===== src/rtl/mc_core_hs_if.sv =====
`default_nettype none
// ============================================================================
// Module      : mc_core_hs_if
// Description : Unified memory port of the multi-cycle core. The core issues
//               a request and holds it stable until the memory returns ready.
// Revision    : 1.0 - initial release
// ============================================================================
interface mc_core_hs_if;
    logic        mem_req;
    logic        mem_we;
    logic [31:0] mem_addr;
    logic [31:0] mem_wdata;
    logic [31:0] mem_rdata;
    logic        mem_ready;

    modport master (
        output mem_req, mem_we, mem_addr, mem_wdata,
        input  mem_rdata, mem_ready
    );

    modport slave (
        input  mem_req, mem_we, mem_addr, mem_wdata,
        output mem_rdata, mem_ready
    );
endinterface
`default_nettype wire


===== src/rtl/mc_core_hs.sv =====
`default_nettype none
// ============================================================================
// Module      : mc_core_hs
// Description : Multi-cycle MIPS-subset core (lw, sw, beq, addi, j, add, sub,
//               and, or, slt) with a single req/ready memory port, an
//               illegal-opcode halt and a retired-instruction counter.
// Revision    : 1.0 - initial release
// ============================================================================
module mc_core_hs #(
    parameter logic [31:0] RESET_PC = 32'h0000_0000,
    parameter int          CNT_W    = 32,
    parameter bit          HALT_ILL = 1'b1
) (
    input  wire logic             clk,
    input  wire logic             reset,
    mc_core_hs_if.master          mem,
    output logic [31:0]           pc,
    output logic                  halted,
    output logic [CNT_W-1:0]      instret
);

    typedef enum logic [3:0] {
        S_FETCH, S_DECODE, S_MEMADR, S_MEMRD, S_MEMWB, S_MEMWR, S_EXEC,
        S_ALUWB, S_BRANCH, S_ADDIEX, S_ADDIWB, S_JUMP, S_HALT
    } state_t;

    localparam logic [5:0] c_OP_RTYPE = 6'h00;
    localparam logic [5:0] c_OP_J     = 6'h02;
    localparam logic [5:0] c_OP_BEQ   = 6'h04;
    localparam logic [5:0] c_OP_ADDI  = 6'h08;
    localparam logic [5:0] c_OP_LW    = 6'h23;
    localparam logic [5:0] c_OP_SW    = 6'h2B;
    localparam logic [5:0] c_FN_ADD   = 6'h20;
    localparam logic [5:0] c_FN_SUB   = 6'h22;
    localparam logic [5:0] c_FN_AND   = 6'h24;
    localparam logic [5:0] c_FN_OR    = 6'h25;
    localparam logic [5:0] c_FN_SLT   = 6'h2A;

    localparam logic [CNT_W-1:0] c_CNT_ONE   = CNT_W'(1);
    // Where an unsupported opcode/funct sends the machine.
    localparam state_t           c_ILL_STATE = HALT_ILL ? S_HALT : S_FETCH;

    state_t            state_q, state_d;
    logic [31:0]       pc_q, pc_d;
    logic [31:0]       ir_q, ir_d;
    logic [31:0]       a_q, a_d;
    logic [31:0]       b_q, b_d;
    logic [31:0]       alu_q, alu_d;
    logic [31:0]       data_q, data_d;
    logic [CNT_W-1:0]  instret_q, instret_d;
    logic [31:0]       rf_q [32];

    logic              w_rf_we;
    logic [4:0]        w_rf_wa;
    logic [31:0]       w_rf_wd;
    logic              w_req;
    logic              w_we;
    logic [31:0]       w_addr;
    logic [31:0]       w_wdata;
    logic [31:0]       w_alu_res;
    logic              w_alu_ok;

    wire logic [5:0]  w_op     = ir_q[31:26];
    wire logic [4:0]  w_rs     = ir_q[25:21];
    wire logic [4:0]  w_rt     = ir_q[20:16];
    wire logic [4:0]  w_rd     = ir_q[15:11];
    wire logic [5:0]  w_funct  = ir_q[5:0];
    wire logic [31:0] w_simm   = {{16{ir_q[15]}}, ir_q[15:0]};
    wire logic [31:0] w_rs_val = (w_rs == 5'd0) ? 32'd0 : rf_q[w_rs];
    wire logic [31:0] w_rt_val = (w_rt == 5'd0) ? 32'd0 : rf_q[w_rt];

    // R-type ALU; flags funct codes outside the supported set.
    always_comb begin
        w_alu_res = 32'd0;
        w_alu_ok  = 1'b1;
        case (w_funct)
            c_FN_ADD: w_alu_res = a_q + b_q;
            c_FN_SUB: w_alu_res = a_q - b_q;
            c_FN_AND: w_alu_res = a_q & b_q;
            c_FN_OR:  w_alu_res = a_q | b_q;
            c_FN_SLT: w_alu_res = {31'd0, ($signed(a_q) < $signed(b_q))};
            default:  w_alu_ok  = 1'b0;
        endcase
    end

    // Control FSM: next state, datapath register updates and memory port drive.
    always_comb begin
        state_d   = state_q;
        pc_d      = pc_q;
        ir_d      = ir_q;
        a_d       = a_q;
        b_d       = b_q;
        alu_d     = alu_q;
        data_d    = data_q;
        instret_d = instret_q;
        w_rf_we   = 1'b0;
        w_rf_wa   = 5'd0;
        w_rf_wd   = 32'd0;
        w_req     = 1'b0;
        w_we      = 1'b0;
        w_addr    = {pc_q[31:2], 2'b00};
        w_wdata   = 32'd0;
        case (state_q)
            S_FETCH: begin
                w_req = 1'b1;
                if (mem.mem_ready) begin
                    ir_d    = mem.mem_rdata;
                    pc_d    = pc_q + 32'd4;
                    state_d = S_DECODE;
                end
            end
            S_DECODE: begin
                a_d   = w_rs_val;
                b_d   = w_rt_val;
                alu_d = pc_q + (w_simm << 2);
                case (w_op)
                    c_OP_LW, c_OP_SW: state_d = S_MEMADR;
                    c_OP_RTYPE:       state_d = S_EXEC;
                    c_OP_BEQ:         state_d = S_BRANCH;
                    c_OP_ADDI:        state_d = S_ADDIEX;
                    c_OP_J:           state_d = S_JUMP;
                    default: begin
                        state_d = c_ILL_STATE;
                        if (!HALT_ILL) instret_d = instret_q + c_CNT_ONE;
                    end
                endcase
            end
            S_MEMADR: begin
                alu_d   = a_q + w_simm;
                state_d = (w_op == c_OP_LW) ? S_MEMRD : S_MEMWR;
            end
            S_MEMRD: begin
                w_req  = 1'b1;
                w_addr = {alu_q[31:2], 2'b00};
                if (mem.mem_ready) begin
                    data_d  = mem.mem_rdata;
                    state_d = S_MEMWB;
                end
            end
            S_MEMWB: begin
                w_rf_we   = 1'b1;
                w_rf_wa   = w_rt;
                w_rf_wd   = data_q;
                instret_d = instret_q + c_CNT_ONE;
                state_d   = S_FETCH;
            end
            S_MEMWR: begin
                w_req   = 1'b1;
                w_we    = 1'b1;
                w_addr  = {alu_q[31:2], 2'b00};
                w_wdata = b_q;
                if (mem.mem_ready) begin
                    instret_d = instret_q + c_CNT_ONE;
                    state_d   = S_FETCH;
                end
            end
            S_EXEC: begin
                alu_d = w_alu_res;
                if (w_alu_ok) begin
                    state_d = S_ALUWB;
                end else begin
                    state_d = c_ILL_STATE;
                    if (!HALT_ILL) instret_d = instret_q + c_CNT_ONE;
                end
            end
            S_ALUWB: begin
                w_rf_we   = 1'b1;
                w_rf_wa   = w_rd;
                w_rf_wd   = alu_q;
                instret_d = instret_q + c_CNT_ONE;
                state_d   = S_FETCH;
            end
            S_BRANCH: begin
                if (a_q == b_q) pc_d = alu_q;
                instret_d = instret_q + c_CNT_ONE;
                state_d   = S_FETCH;
            end
            S_ADDIEX: begin
                alu_d   = a_q + w_simm;
                state_d = S_ADDIWB;
            end
            S_ADDIWB: begin
                w_rf_we   = 1'b1;
                w_rf_wa   = w_rt;
                w_rf_wd   = alu_q;
                instret_d = instret_q + c_CNT_ONE;
                state_d   = S_FETCH;
            end
            S_JUMP: begin
                pc_d      = {pc_q[31:28], ir_q[25:0], 2'b00};
                instret_d = instret_q + c_CNT_ONE;
                state_d   = S_FETCH;
            end
            S_HALT:  state_d = S_HALT;
            default: state_d = S_FETCH;
        endcase
    end

    // State and datapath registers; the register file is deliberately not reset.
    always_ff @(posedge clk or posedge reset) begin
        if (reset) begin
            state_q   <= S_FETCH;
            pc_q      <= RESET_PC;
            ir_q      <= 32'd0;
            a_q       <= 32'd0;
            b_q       <= 32'd0;
            alu_q     <= 32'd0;
            data_q    <= 32'd0;
            instret_q <= '0;
        end else begin
            state_q   <= state_d;
            pc_q      <= pc_d;
            ir_q      <= ir_d;
            a_q       <= a_d;
            b_q       <= b_d;
            alu_q     <= alu_d;
            data_q    <= data_d;
            instret_q <= instret_d;
        end
    end

    // Register file write port; r0 is never written and always reads as zero.
    always_ff @(posedge clk) begin
        if (w_rf_we && (w_rf_wa != 5'd0)) rf_q[w_rf_wa] <= w_rf_wd;
    end

    // The request is gated by reset so an in-flight access is dropped at once.
    assign mem.mem_req   = w_req & ~reset;
    assign mem.mem_we    = w_we;
    assign mem.mem_addr  = w_addr;
    assign mem.mem_wdata = w_wdata;
    assign pc            = pc_q;
    assign halted        = (state_q == S_HALT);
    assign instret       = instret_q;

endmodule
`default_nettype wire


===== src/flat_wrapper.sv =====
// flat-port wrapper written by rule: the top's interface ports become plain ports
module mc_core_hs_flat 
#(
    parameter logic [31:0] RESET_PC = 32'h0000_0000,
    parameter int          CNT_W    = 32,
    parameter bit          HALT_ILL = 1'b1
)
  (clk, reset, pc, halted, instret, mem_mem_req, mem_mem_we, mem_mem_addr, mem_mem_wdata, mem_mem_rdata, mem_mem_ready);
  mc_core_hs_if mem_i ();
  input  wire logic clk;
  input  wire logic reset;
  output logic [31:0] pc;
  output logic halted;
  output logic [CNT_W-1:0] instret;
  output wire logic [$bits(mem_i.mem_req)-1:0] mem_mem_req;
  output wire logic [$bits(mem_i.mem_we)-1:0] mem_mem_we;
  output wire logic [$bits(mem_i.mem_addr)-1:0] mem_mem_addr;
  output wire logic [$bits(mem_i.mem_wdata)-1:0] mem_mem_wdata;
  input wire logic [$bits(mem_i.mem_rdata)-1:0] mem_mem_rdata;
  input wire logic [$bits(mem_i.mem_ready)-1:0] mem_mem_ready;
  assign mem_mem_req = mem_i.mem_req;
  assign mem_mem_we = mem_i.mem_we;
  assign mem_mem_addr = mem_i.mem_addr;
  assign mem_mem_wdata = mem_i.mem_wdata;
  assign mem_i.mem_rdata = mem_mem_rdata;
  assign mem_i.mem_ready = mem_mem_ready;
  mc_core_hs #(.RESET_PC(RESET_PC), .CNT_W(CNT_W), .HALT_ILL(HALT_ILL)) u_core (.clk(clk), .reset(reset), .mem(mem_i), .pc(pc), .halted(halted), .instret(instret));
endmodule

===== config.mk =====
export PLATFORM = sky130hd
export DESIGN_NAME = mc_core_hs_flat
export DESIGN_NICKNAME = d
export VERILOG_FILES = /design/src/rtl/mc_core_hs_if.sv /design/src/rtl/mc_core_hs.sv /design/src/flat_wrapper.sv
export SDC_FILE = /design/constraint.sdc
export NUM_CORES = 2
export LEC_CHECK = 0
export CAP_MARGIN = 10
export CORE_ASPECT_RATIO = 0.6
export CORE_MARGIN = 2
export CORE_UTILIZATION = 39
export CTS_CLUSTER_DIAMETER = 120
export CTS_CLUSTER_SIZE = 28
export DETAILED_ROUTE_END_ITERATION = 8
export PLACE_DENSITY_LB_ADDON = 0.08
export SYNTH_ARGS = -nofsm -noshare
export SYNTH_HDL_FRONTEND = slang
export SYNTH_SLANG_ARGS = --single-unit

===== constraint.sdc =====
create_clock -name clk -period 8 [get_ports clk]
set_input_delay 1.2 -clock clk [delete_from_list [all_inputs] [get_ports clk]]
set_output_delay 1.2 -clock clk [all_outputs]
set_load 0.005 [all_outputs]

* Word-level counts from Yosys, hierarchy flattened *
Memories as Yosys holds them, arrays and structs flattened.
Index checks and enable logic that the tools add are counted.

operators by class
  mux-type cells = 26
  bitwise gates (word level) = 5
  reductions and logical operators = 25
  $lt $le $gt $ge = 1
  equality and inequality tests = 27
  $add $sub $neg = 6

operators by type and width
  cell                                                 count
  two-way mux 32 bit                                   7
  case mux 32 bit (3 select lines)                     2
  case mux 32 bit (5 select lines)                     1
  case mux 32 bit (2 select lines)                     2
  adder 32 bit                                         3
  equality test 6 bit, second input constant           7
  adder 32 x 1 -> 32 bit, second input constant        1
  adder 32 x 3 -> 32 bit, second input constant        1
  bitwise AND 32 bit                                   1
  equality test 32 bit                                 1
  less-than comparator 32 bit                          1
  bitwise OR 32 bit                                    1
  case mux 4 bit (8 select lines)                      1
  subtractor 32 bit                                    1
  equality test 4 bit, second input constant           5
  case mux 4 bit (5 select lines)                      1
  equality test 4 x 3 -> 1 bit, second input constant  4
  two-way mux 4 bit                                    4
  logical NOT 5 bit                                    2
  case mux 5 bit (2 select lines)                      1
  OR reduction 2 bit                                   5
  OR reduction 5 bit                                   2
  equality test 4 x 2 -> 1 bit, second input constant  2
  equality test 6 x 2 -> 1 bit, second input constant  1
  19 further kinds                                     33

word-level totals
  memories kept = 1
  logic and storage cells = 100
  bits of input ports = 35
  RAM bits = 1024
  flip-flop bits (word level) = 228

memory list
  memory       words  width  read ports  clocked after Yosys merged registers in  wr ports  RTL line          RTL
  u_core.rf_q  32     32     2           0                                        1         mc_core_hs.sv:51  logic [31:0] rf_q [32];

* Longest topological paths before layout *
  word-level depth = 7
  mapped depth = 14
  gate-level depth less buffers = 14

* Worst setup path before layout *
OpenSTA, ideal clock, no wires.

  kind = register to register
  start point = register u_core.ir_q[16]
  end point = memory u_core.rf_q[23][0], enable pin
  buffers on the path = 5
  setup slack = 4026 ps
  clock period less this slack = 3974 ps
  arrival time = 3553 ps
  cell stages (with the launch flop) = 9
  required time = 7579 ps
  cell sequence = dfrtp_1 buf_2 buf_2 clkbuf_1 buf_2 clkbuf_1 a22o_1 nand2_1 nor2_1

between the ends
  cells in the longest elaborated chain, start to end = 5

RTL lines
  element                                  RTL line           RTL
  start, declared                          mc_core_hs.sv:45   logic [31:0] ir_q, ir_d;
  start signal, assigned                   mc_core_hs.sv:213  ir_q <= ir_d;
  case mux 5 bit (2 select lines) *        mc_core_hs.sv:103  case (state_q)
  nonzero test 5 bit                       mc_core_hs.sv:224  if (w_rf_we && (w_rf_wa != 5'd0)) rf_q[w_rf_wa] <= w_rf_wd;
  logical AND 1 bit                        mc_core_hs.sv:224
  two-way mux 1 bit                        mc_core_hs.sv:224
  two-way mux 1 bit (implied by the code)  mc_core_hs.sv:224
  end, declared                            mc_core_hs.sv:51

Every way passes the cells marked *; elsewhere a longest branch is shown, timed or not.

* Worst setup path after layout *
  start point = register u_core.state_q[3]
  end point = output port mem_mem_wdata[31]

between the ends
  cells in the longest elaborated chain, start to end = 2

RTL lines
  element                       RTL line            RTL
  start, declared               mc_core_hs.sv:43    state_t state_q, state_d;
  start signal, assigned        mc_core_hs.sv:211   state_q <= state_d;
  equality test 4 x 3 -> 1 bit  mc_core_hs.sv:103
  two-way mux 32 bit            mc_core_hs.sv:103
  end, declared                 flat_wrapper.sv:18  output wire logic [$bits(mem_i.mem_wdata)-1:0] mem_mem_wdata;

Every way passes these cells.

==> results.json <==
{
  "status": "completed",
  "p_switching_w": 0.0136,
  "yosysTopAreaCellShare": 0.470,
  "grt_pass1_wl_mm": 330,
  "core_um2": 167000,
  "cts_root_buf": "clkbuf_16",
  "drive_above_1_share": 0.209,
  "synthCells": 4401,
  "finClkSkew_ns": 0.0385,
  "r2r_start": "u_core.b_q[23]$_DFFE_PP0P_",
  "cap_violations": 0,
  "cts_sinks": 1252,
  "grt_pass1_vias": 40955,
  "grtUsageTotal": 0.270,
  "endpoint_kind": "primary output",
  "seqPwrFrac": 0.315,
  "clk_latency_ns": 0.72,
  "netlist_area_um2": 65400,
  "cp_data_required_time_ns": 6.80,
  "cts-resized-gates": 0,
  "critPathSlowestCell": "nor3_1",
  "power_w": 0.0290,
  "clockPowerShare": 0.117,
  "place_inst": 6657,
  "fillers": 15078,
  "synth-main-ff-cell": "edfxtp_1",
  "drcViolationCount": 0,
  "tightest_slew_ns": 1.38,
  "cp_top_family": "simple AND/OR/NAND/NOR gates",
  "hold_start": "u_core.instret[31]$_DFFE_PP0P_",
  "fin_crit_sh": 0.647,
  "p_leak_nw": 23.7,
  "die_x_um": 533,
  "rows": 116,
  "layout_min_cycle_time_ns": 5.18,
  "ir_drop_uv": 271,
  "p_sw_frac": 0.468,
  "start_util": 0.392,
  "drtPass1Iterations": 6,
  "max_stage_delay_ns": 0.90,
  "tns_ns": 0,
  "synth-edff-count": 1024,
  "gp_congestion": 0.963,
  "viasPerCell": 6.39,
  "htree_levels": 2,
  "area_delta_synth_final_pct": 9.86,
  "power_frac_comb": 0.568,
  "avgRoutedWirePerCell_um": 34.9,
  "setup_violations": 0,
  "port_buffers": 163,
  "final_cells": 6736,
  "dieArea_um2": 171000,
  "ant_nets": 0,
  "grt_max_degree": 101,
  "vias": 43062,
  "rsz0062_at_grt": "false",
  "post-dp-hpwl_mm": 165,
  "cts_tree": "built",
  "synth_area_leaders": "edfxtp_1 47%, mux4_2 17%, dfrtp_1 8.7%, ha_1 3.3%, mux2i_1 3.1%",
  "drt_iter0_markers": 6096,
  "grt-ovfl-total": 0,
  "drt_wl_total_mm": 235,
  "cts_buffer_depth": 3,
  "yosys.area.top_type": "edfxtp_1",
  "final_core_util": 0.431,
  "crit_start": "u_core.state_q[3]$_DFFE_PP0P_",
  "crit_chain": "nand2b_2 > buf_4 > nor3_1 > clkdlybuf4s50_1",
  "hold_violations": 0,
  "synth_seq_cells": 1252,
  "crit_buf_inv": 2,
  "path_max_fanout": 38,
  "final_common_cell": "edfxtp_1",
  "yosysWarnings": 0,
  "synthArstFlopShare": 0.182,
  "whs_ns": 0.477,
  "worst_setup_path_start_kind": "flip-flop",
  "syn_avg_cell_area_um2": 14.9,
  "layout_common_cells": "1024 x edfxtp_1, 486 x mux4_2, 226 x a21oi_1",
  "ios": 166,
  "hold_buffers": 0,
  "ys_seq_area_frac": 0.557,
  "cts_inserted_buffers": 51,
  "dieHeight_um": 321,
  "clkSlewWorstSetupHoldPaths_ns": 0.12,
  "slew_viol_final": 0,
  "critical_path_class": "flip-flop to primary output",
  "post_cts.repair.setup_buffers": 0,
  "arrival_ns": 3.98,
  "fmax_mhz": 193,
  "yosys.cell_types.count": 87,
  "intPower_w": 0.0154,
  "hold_path_class": "flip-flop to flip-flop",
  "power_density_nw_per_um2": 403,
  "antenna_found_initial": 13,
  "timing.slew.headroom": 0.0778,
  "finalNetCount": 4686
}
-- flip-flops by register name (all words and copies together), names as in the netlist --
name,cells
u_core.a_q,32
u_core.rf_q,1024
u_core.pc,32
u_core.instret,32
u_core.data_q,32
u_core.state_q,4
u_core.ir_q,32
u_core.b_q,32
u_core.alu_q,32
-- per-layer routing --
metal | vias to the layer above | GRT usage | share of wire
li1 | 17916 | - | -
met1 | 23040 | 0.433 | 0.48
met2 | 1948 | 0.367 | 0.41
met3 | 152 | 0.0732 | 0.10
met4 | 6 | 0.0359 | 0.014
met5 | - | 0.00616 | 0.00074
-- final timing paths --
path | endpoint | slack, ns | cells after the start
hold reg to reg | u_core.instret[31]$_DFFE_PP0P_ | 0.48 | 1
hold / removal | u_core.instret[31]$_DFFE_PP0P_ | 0.48 | 1
setup reg to reg | u_core.pc[26]$_DFFE_PP0P_ | 2.96 | 11
max in group asynchronous | u_core.a_q[3]$_DFFE_PP0P_ | 5.23 | 3
setup / recovery | mem_mem_wdata[31] | 2.82 | 4
min in group asynchronous | u_core.pc[30]$_DFFE_PP0P_ | 1.09 | 2
-- through the flow --
| step | instance area (µm²) | setup slack, ns |
|---|---|---|
| floorplan | 65500 | 0.552 |
| global placement | 70200 | 2.96 |
| detailed placement | 70200 | 2.99 |
| CTS | 71700 | 2.95 |
| global route | 71800 | 2.85 |
| finish | 71800 | 2.82 |
-- cell type report --
type                    instances  area, µm²  share of cell area
flip-flops and latches       1252      36500               0.508
multi-input cells            2756      27800               0.387
repair buffers                300       2840              0.0396
well taps                    2242       2810              0.0390
clock buffers                  65       1380              0.0192
inverters                     113        432             0.00601
clock inverters                 6       87.6             0.00122
diodes                          2       5.00           0.0000697
-- logic make-up after synthesis --
family	share of synthesized area
DFF	0.557
AOI/OAI and AO/OA	0.0962
muxes	0.224
and+or+nand+nor	0.0481
buffers and inverters	0.0253
adders and majority gates	0.0343
xor gates and xnor gates	0.0149
other	0.0000573
-- cells in the mapped netlist (7+ instances only) --
library cell and number:
a222oi_1 8, xor2_1 39, nor3b_1 10, mux2i_1 200
o21ai_0 147, o21a_1 9, nand2b_1 25, o21ai_1 10
clkbuf_1 218, a22oi_1 12, o31ai_1 15, buf_2 32
inv_1 112, a211oi_1 32, mux4_2 486, nor4_1 18
nor2_1 215, a22o_1 58, a31oi_1 28, nor2b_1 19
or2_2 8, buf_1 59, ha_1 173, mux2_2 149
nor3_1 89, nand3_1 50, nand4_1 17, dfrtp_1 228
a21o_1 46, o22ai_1 125, a21oi_1 227, o221ai_1 39
o41ai_1 7, xnor2_1 72, o21bai_1 21, edfxtp_1 1024
a221oi_1 69, and3_1 30, o32ai_1 26, or3_1 15
o211ai_1 8, nand2_1 135
-- power groups by stage --
stage / sequential [W] / clock, W / combinational [W]
final: 0.00912 / 0.00338 / 0.0165
after global routing: 0.00915 / 0.00367 / 0.0173
after CTS: 0.00903 / 0.00347 / 0.0162
after detailed placement: 0.00917 / 0 / 0.0161
after global placement: 0.00917 / 0 / 0.0162
after floorplan: 0.00832 / 0 / 0.0104
-- worst register-to-register path: stages (launching register included) --
cell	delay, ns
dfrtp_1	0.41
inv_1	0.20
ha_1	0.42
nor2_1	0.50
nor4b_1	0.87
nand3_1	0.26
nor4_4	0.87
nor4b_1	0.23
a211oi_1	0.72
o21ai_0	0.23
nand2_1	0.12
o21ai_0	0.09
No activity file was read; power rests on OpenSTA's default activity.
